$ cat config.mk
export PLATFORM = sky130hd
export DESIGN_NAME = sync_fifo_flags
export DESIGN_NICKNAME = d
export VERILOG_FILES = /design/src/rtl/sync_fifo_flags.sv
export SDC_FILE = /design/constraint.sdc
export NUM_CORES = 1
export LEC_CHECK = 0
export ABC_AREA = 1
export CAP_MARGIN = 5
export CORE_ASPECT_RATIO = 0.6
export CORE_MARGIN = 5
export CORE_UTILIZATION = 48
export CTS_CLUSTER_SIZE = 24
export DETAILED_ROUTE_END_ITERATION = 10
export GPL_ROUTABILITY_DRIVEN = 0
export GPL_TIMING_DRIVEN = 0
export HOLD_SLACK_MARGIN = 0.12
export PLACE_DENSITY_LB_ADDON = 0.08
export SLEW_MARGIN = 10
export SYNTH_ARGS = -nofsm -noshare
export SYNTH_HDL_FRONTEND = slang
export SYNTH_SLANG_ARGS = --single-unit
export TNS_END_PERCENT = 5
$ cat constraint.sdc
create_clock -name clk -period 5.4 [get_ports clk]
set_input_delay 1.08 -clock clk [delete_from_list [all_inputs] [get_ports clk]]
set_output_delay 1.08 -clock clk [all_outputs]
set_load 0.005 [all_outputs]
$ cat src/rtl/sync_fifo_flags.sv
// Single-clock FIFO with wrap-bit pointers, occupancy count, programmable almost flags,
// sticky overflow/underflow and synchronous flush. Define SYNC_FIFO_FWFT_EN for first-word-fall-through.
module sync_fifo_flags #(
   parameter int DWIDTH   = 16,
   parameter int DEPTH    = 8,
   parameter int AF_LEVEL = 6,
   parameter int AE_LEVEL = 2
) (
   input  logic                     clk,
   input  logic                     rstn,
   input  logic                     clr,
   input  logic                     wr_en,
   input  logic [DWIDTH-1:0]        din,
   input  logic                     rd_en,
   output logic [DWIDTH-1:0]        dout,
   output logic                     full,
   output logic                     empty,
   output logic                     almost_full,
   output logic                     almost_empty,
   output logic [$clog2(DEPTH):0]   count,
   output logic                     overflow,
   output logic                     underflow
);

   localparam int AW = $clog2(DEPTH);
   localparam logic [AW:0] AF_L = AF_LEVEL[AW:0];
   localparam logic [AW:0] AE_L = AE_LEVEL[AW:0];

   logic [AW:0]       wptr, rptr;
   logic [DWIDTH-1:0] mem [DEPTH];
   logic              wr_acc, rd_acc;

   // Extra MSB distinguishes full from empty when the index bits match.
   assign empty        = (wptr == rptr);
   assign full         = (wptr[AW] != rptr[AW]) && (wptr[AW-1:0] == rptr[AW-1:0]);
   assign count        = wptr - rptr;
   assign almost_full  = (count >= AF_L);
   assign almost_empty = (count <= AE_L);

   assign wr_acc = wr_en && !full;
   assign rd_acc = rd_en && !empty;

   always_ff @(posedge clk or negedge rstn) begin
      if (!rstn) begin
         wptr      <= '0;
         rptr      <= '0;
         overflow  <= 1'b0;
         underflow <= 1'b0;
      end else if (clr) begin
         wptr      <= '0;
         rptr      <= '0;
         overflow  <= 1'b0;
         underflow <= 1'b0;
      end else begin
         if (wr_acc)         wptr      <= wptr + 1'b1;
         if (rd_acc)         rptr      <= rptr + 1'b1;
         if (wr_en && full)  overflow  <= 1'b1;
         if (rd_en && empty) underflow <= 1'b1;
      end
   end

   // Storage is deliberately left unreset.
   always_ff @(posedge clk) begin
      if (wr_acc && !clr) mem[wptr[AW-1:0]] <= din;
   end

`ifdef SYNC_FIFO_FWFT_EN
   assign dout = mem[rptr[AW-1:0]];
`else
   always_ff @(posedge clk or negedge rstn) begin
      if (!rstn)                dout <= '0;
      else if (rd_acc && !clr)  dout <= mem[rptr[AW-1:0]];
   end
`endif

endmodule
* Word level (Yosys, flattened, before mapping)
Memories as Yosys holds them, arrays and structs flattened. A register that Yosys moved wholly into a read port is not among the register bits. Cells that the tools add are included.
Operators by class: equal/unequal tests 3, muxes and demuxes 10, reductions and logical operators 15, add/subtract/negate cells 3, order comparisons 2
Operators with widths (number):
- 4-bit two-way mux | 4
- 4-bit by 1-bit adder with 4-bit output (second input constant) | 2
- 2-bit nonzero test | 4
- 1-bit logical AND | 7
- 1-bit two-way mux | 6
- 4-bit equality test | 1
- 4-bit by 3-bit greater-or-equal comparator with 1-bit output (second input constant) | 1
- 4-bit by 2-bit <= comparator with 1-bit output (second input constant) | 1
- 1-bit zero test | 4
- 4-bit subtractor | 1
- 3-bit equality test | 1
- 1-bit inequality test | 1
Word-level totals: RAM bits 128, output and inout bits 26, bits in registers 10, memories kept 1
Memories:
- mem | words 8, bits a word 16, read ports 1, clocked after memory_dff 1, write ports 1, line 30 | logic [DWIDTH-1:0] mem [DEPTH];

* Logic depth before layout (Yosys ltp)
depth after elaboration 7, mapped depth 12

* Worst setup path after synthesis
No wires, ideal clock.
path kind flip-flop to output port, start register rptr[1], end output port almost_empty, slack 2.559 ns, required time 4.320 ns, path buffers 2, cell stages (with the launch flop) 9, data arrival time 1.761 ns, cells stage by stage dfrtp_1 > buf_2 > clkinv_1 > buf_2 > ha_1 > nand2_1 > o21ai_0 > xor2_1 > nor2_1
On the way: longest elaborated chain between the ends 2
RTL lines:
- start, declared | line 29 | logic [AW:0] wptr, rptr;
- start signal, assigned | line 56 | if (rd_acc) rptr <= rptr + 1'b1;
- 4-bit subtractor | line 36 | assign count = wptr - rptr;
- net count[3] | line 20 | output logic [$clog2(DEPTH):0] count,
- 4-bit by 2-bit <= comparator with 1-bit output | line 38 | assign almost_empty = (count <= AE_L);
- end, declared | line 19 | output logic almost_empty,
The timed path passes the listed nets, and every way through them passes these cells.

* Final worst setup path
start register rptr[2], end output port almost_empty
On the way: longest elaborated chain between the ends 2
RTL lines (line):
- 4-bit subtractor | 36
- 4-bit by 2-bit <= comparator with 1-bit output | 38
No other way between the ends.

==> flow_metrics.py <==
metrics = {
    "placement": {
        "dpl-instance-area_mm2": 0.00747,
        "port_buffers": 46,
        "place_hpwl_um": 11100,
    },
    "sta": {
        "final-hold-violation-count": 0,
        "fin_crit_sh": 0.815,
        "fmax_mhz": 227,
        "hold_slack_ns": 0.480,
        "finalCriticalPeriod_ns": 4.40,
        "slew_violations": 0,
        "rsz0062_at_grt": "no",
        "skew_ns": 0.0109,
        "tns_ns": 0,
        "worst_pin_slew_ns": 0.867,
        "slew_headroom": 0.422,
        "setup_viol": 0,
    },
    "final_layout": {
        "final_area_mm2": 0.00803,
        "drive_gt1_frac": 0.101,
        "antenna_cells": 0,
        "nets": 748,
        "area_growth_pct": 20.6,
    },
    "clock_network": {
        "clk_latency_ns": 0.42,
        "cts_setup_buffers": 0,
        "cts_resized": 0,
        "clkSlewWorstSetupHoldPaths_ns": 0.07,
        "ctsLongestPathBuffers": 2,
        "cts_buffers": 17,
        "tritoncts": "built",
        "clock-root-buffer": "clkbuf_16",
        "clock_sinks": 154,
        "htreeDepth": 4,
        "hold_buffers": 0,
    },
    "global_route": {
        "grt_max_degree": 27,
        "grtUsageTotal": 0.215,
        "grt_first_pass_wirelength_um": 25600,
        "antenna_found_initial": 0,
        "overflow": 0,
        "grt_pass1_vias": 4440,
    },
    "detailed_routing": {
        "wirelength_um": 17000,
        "routedWlPerCell_um": 18.7,
        "vias": 4674,
        "ant_nets": 0,
        "drt_iter0_markers": 348,
        "drt_pass1_iterations": 5,
        "viasPerCell": 5.14,
        "drc_errors": 0,
    },
    "synthesis": {
        "synth_area_mm2": 0.00666,
        "avgSynthCellArea_um2": 10.3,
        "syn_nets": 675,
        "syn_inst": 648,
        "ys_warn_count": 0,
        "synth-seq-area-share": 0.675,
        "synth_cell_types": 23,
        "ys_ff_latch": 154,
    },
    "run": {
        "cap_violations": 0,
    },
    "power_and_ir_drop": {
        "power_density_mw_per_mm2": 397,
        "finalPower_mw": 3.18,
        "irDropWorstVdd_uv": 221,
        "power.leakage_nw": 3.47,
    },
    "setup_path": {
        "crit_arrival_ns": 3.32,
        "cp_slowest_cell": "clkbuf_1",
        "crit_type": "reg2out",
        "endpoint_kind": "output port",
        "crit_fanout": 10,
        "cpPeakStageDelay_ns": 0.69,
        "cp_cell_sequence": "clkinv_1, clkbuf_1, ha_1, a21oi_1, o21ai_0, xor2_1, nor2_1, clkdlybuf4s50_1",
        "crit_path_start_kind": "flip-flop",
        "required_ns": 4.32,
    },
    "floorplan": {
        "row_count": 33,
        "core_area_mm2": 0.0136,
        "die_area_mm2": 0.0164,
        "ios": 47,
        "start_util": 0.488,
        "die_w_um": 162,
        "dieHeight_um": 101,
    },
    "min_path": {
        "hp-class": "reg2reg",
    },
    "outcome": {
        "status": "finished, final reports clean",
    },
}
-- report_power, final --
group	internal [mW]	switching, mW	leakage (nW)
combinational	0.275	0.374	1.71
sequential	1.36	0.0410	1.49
clock	0.609	0.522	0.267
total	2.25	0.937	3.47
-- layer usage --
metal  GRT usage  vias to the layer above  routed length (um)
met1       0.302                     2218                7750
met3      0.0451                       22                1300
li1            -                     2248                   -
met2       0.338                      186                7720
met5           0                        -                   0
met4      0.0754                        0                 233
-- cell usage after synthesis, drive strengths merged --
cell type | instances | area (um2)
fa | 1 | 20.0
inv | 81 | 304
buf | 18 | 95.1
nor2 | 15 | 82.6
nand3 | 94 | 475
nand2 | 253 | 975
xor2 | 7 | 61.3
edfxtp | 128 | 3840
dfrtp | 26 | 651
a21oi | 3 | 15.0
clkinv | 2 | 7.51
clkbuf | 10 | 37.5
ha | 5 | 62.6
o21ai | 5 | 25.0
-- kinds of logic (layout without fill, tap and decap cells) --
kind of cell,count (synthesis),in the layout,share of synthesized area
AOI/OAI and AO/OA,8,8,0.00601
xor gates and xnor gates,7,7,0.00921
adders and majority gates,6,6,0.0124
buffers and inverters,111,197,0.0667
DFF,154,154,0.675
and+or+nand+nor,362,362,0.230
-- layout by cell type, fill, tap and decap left out, types with 9 or more instances in the layout --
master	count
buf_2	17
clkbuf_1	11
clkbuf_16	17
clkdlybuf4s50_1	45
dfrtp_1	26
edfxtp_1	128
inv_1	80
nand2_1	249
nand3_1	93
nor2_2	9
-- worst max-delay path: cells and delay by family (launching register included) --
family	cells	cell delay, ns
AO/OA/AOI/OAI	2	0.36
XOR/XNOR	1	0.19
flip-flops	1	0.38
buffers and inverters	3	1.42
adder cells (fa/ha/maj)	1	0.42
AND/OR/NAND/NOR	1	0.11
-- state kept, by name, summed over array words and instances, names as in the netlist --
signal / count
mem: 128
dout: 16
rptr: 4
wptr: 4
overflow: 1
underflow: 1
-- metrics by stage --
stage                     instances  setup slack (ns)  utilization
final                           909             0.999        0.589
after detailed placement        877              1.54        0.548
after global placement          869              1.21        0.538
after floorplan                 648              2.56            -
after CTS                       909              1.07        0.589
after global routing            909             0.870        0.589
-- worst paths after layout --
kind / end / depth (start not counted) / startpoint / slack, ns
min in group asynchronous: wptr[3] / 1 / rstn / 0.72
worst min register to register: dout[12] / 2 / dout[12] / 0.48
worst max register to register: mem[7][0] / 9 / rptr[2] / 1.92
worst max-delay path: almost_empty / 8 / rptr[2] / 1.0
worst min-delay path: dout[12] / 2 / dout[12] / 0.48
max in group asynchronous: dout[12] / 1 / rstn / 4.20
-- area by class of cell --
class,count,area (um2)
Inverter,83,312
Tap cell,175,219
Clock inverter,14,131
Fill cell,1136,5600
Clock buffer,18,429
Buffer,28,133
Multi-Input combinational cell,383,1740
Sequential cell,154,4490
Timing Repair Buffer,54,572
Note: power is estimated with default switching activity, not from simulation.
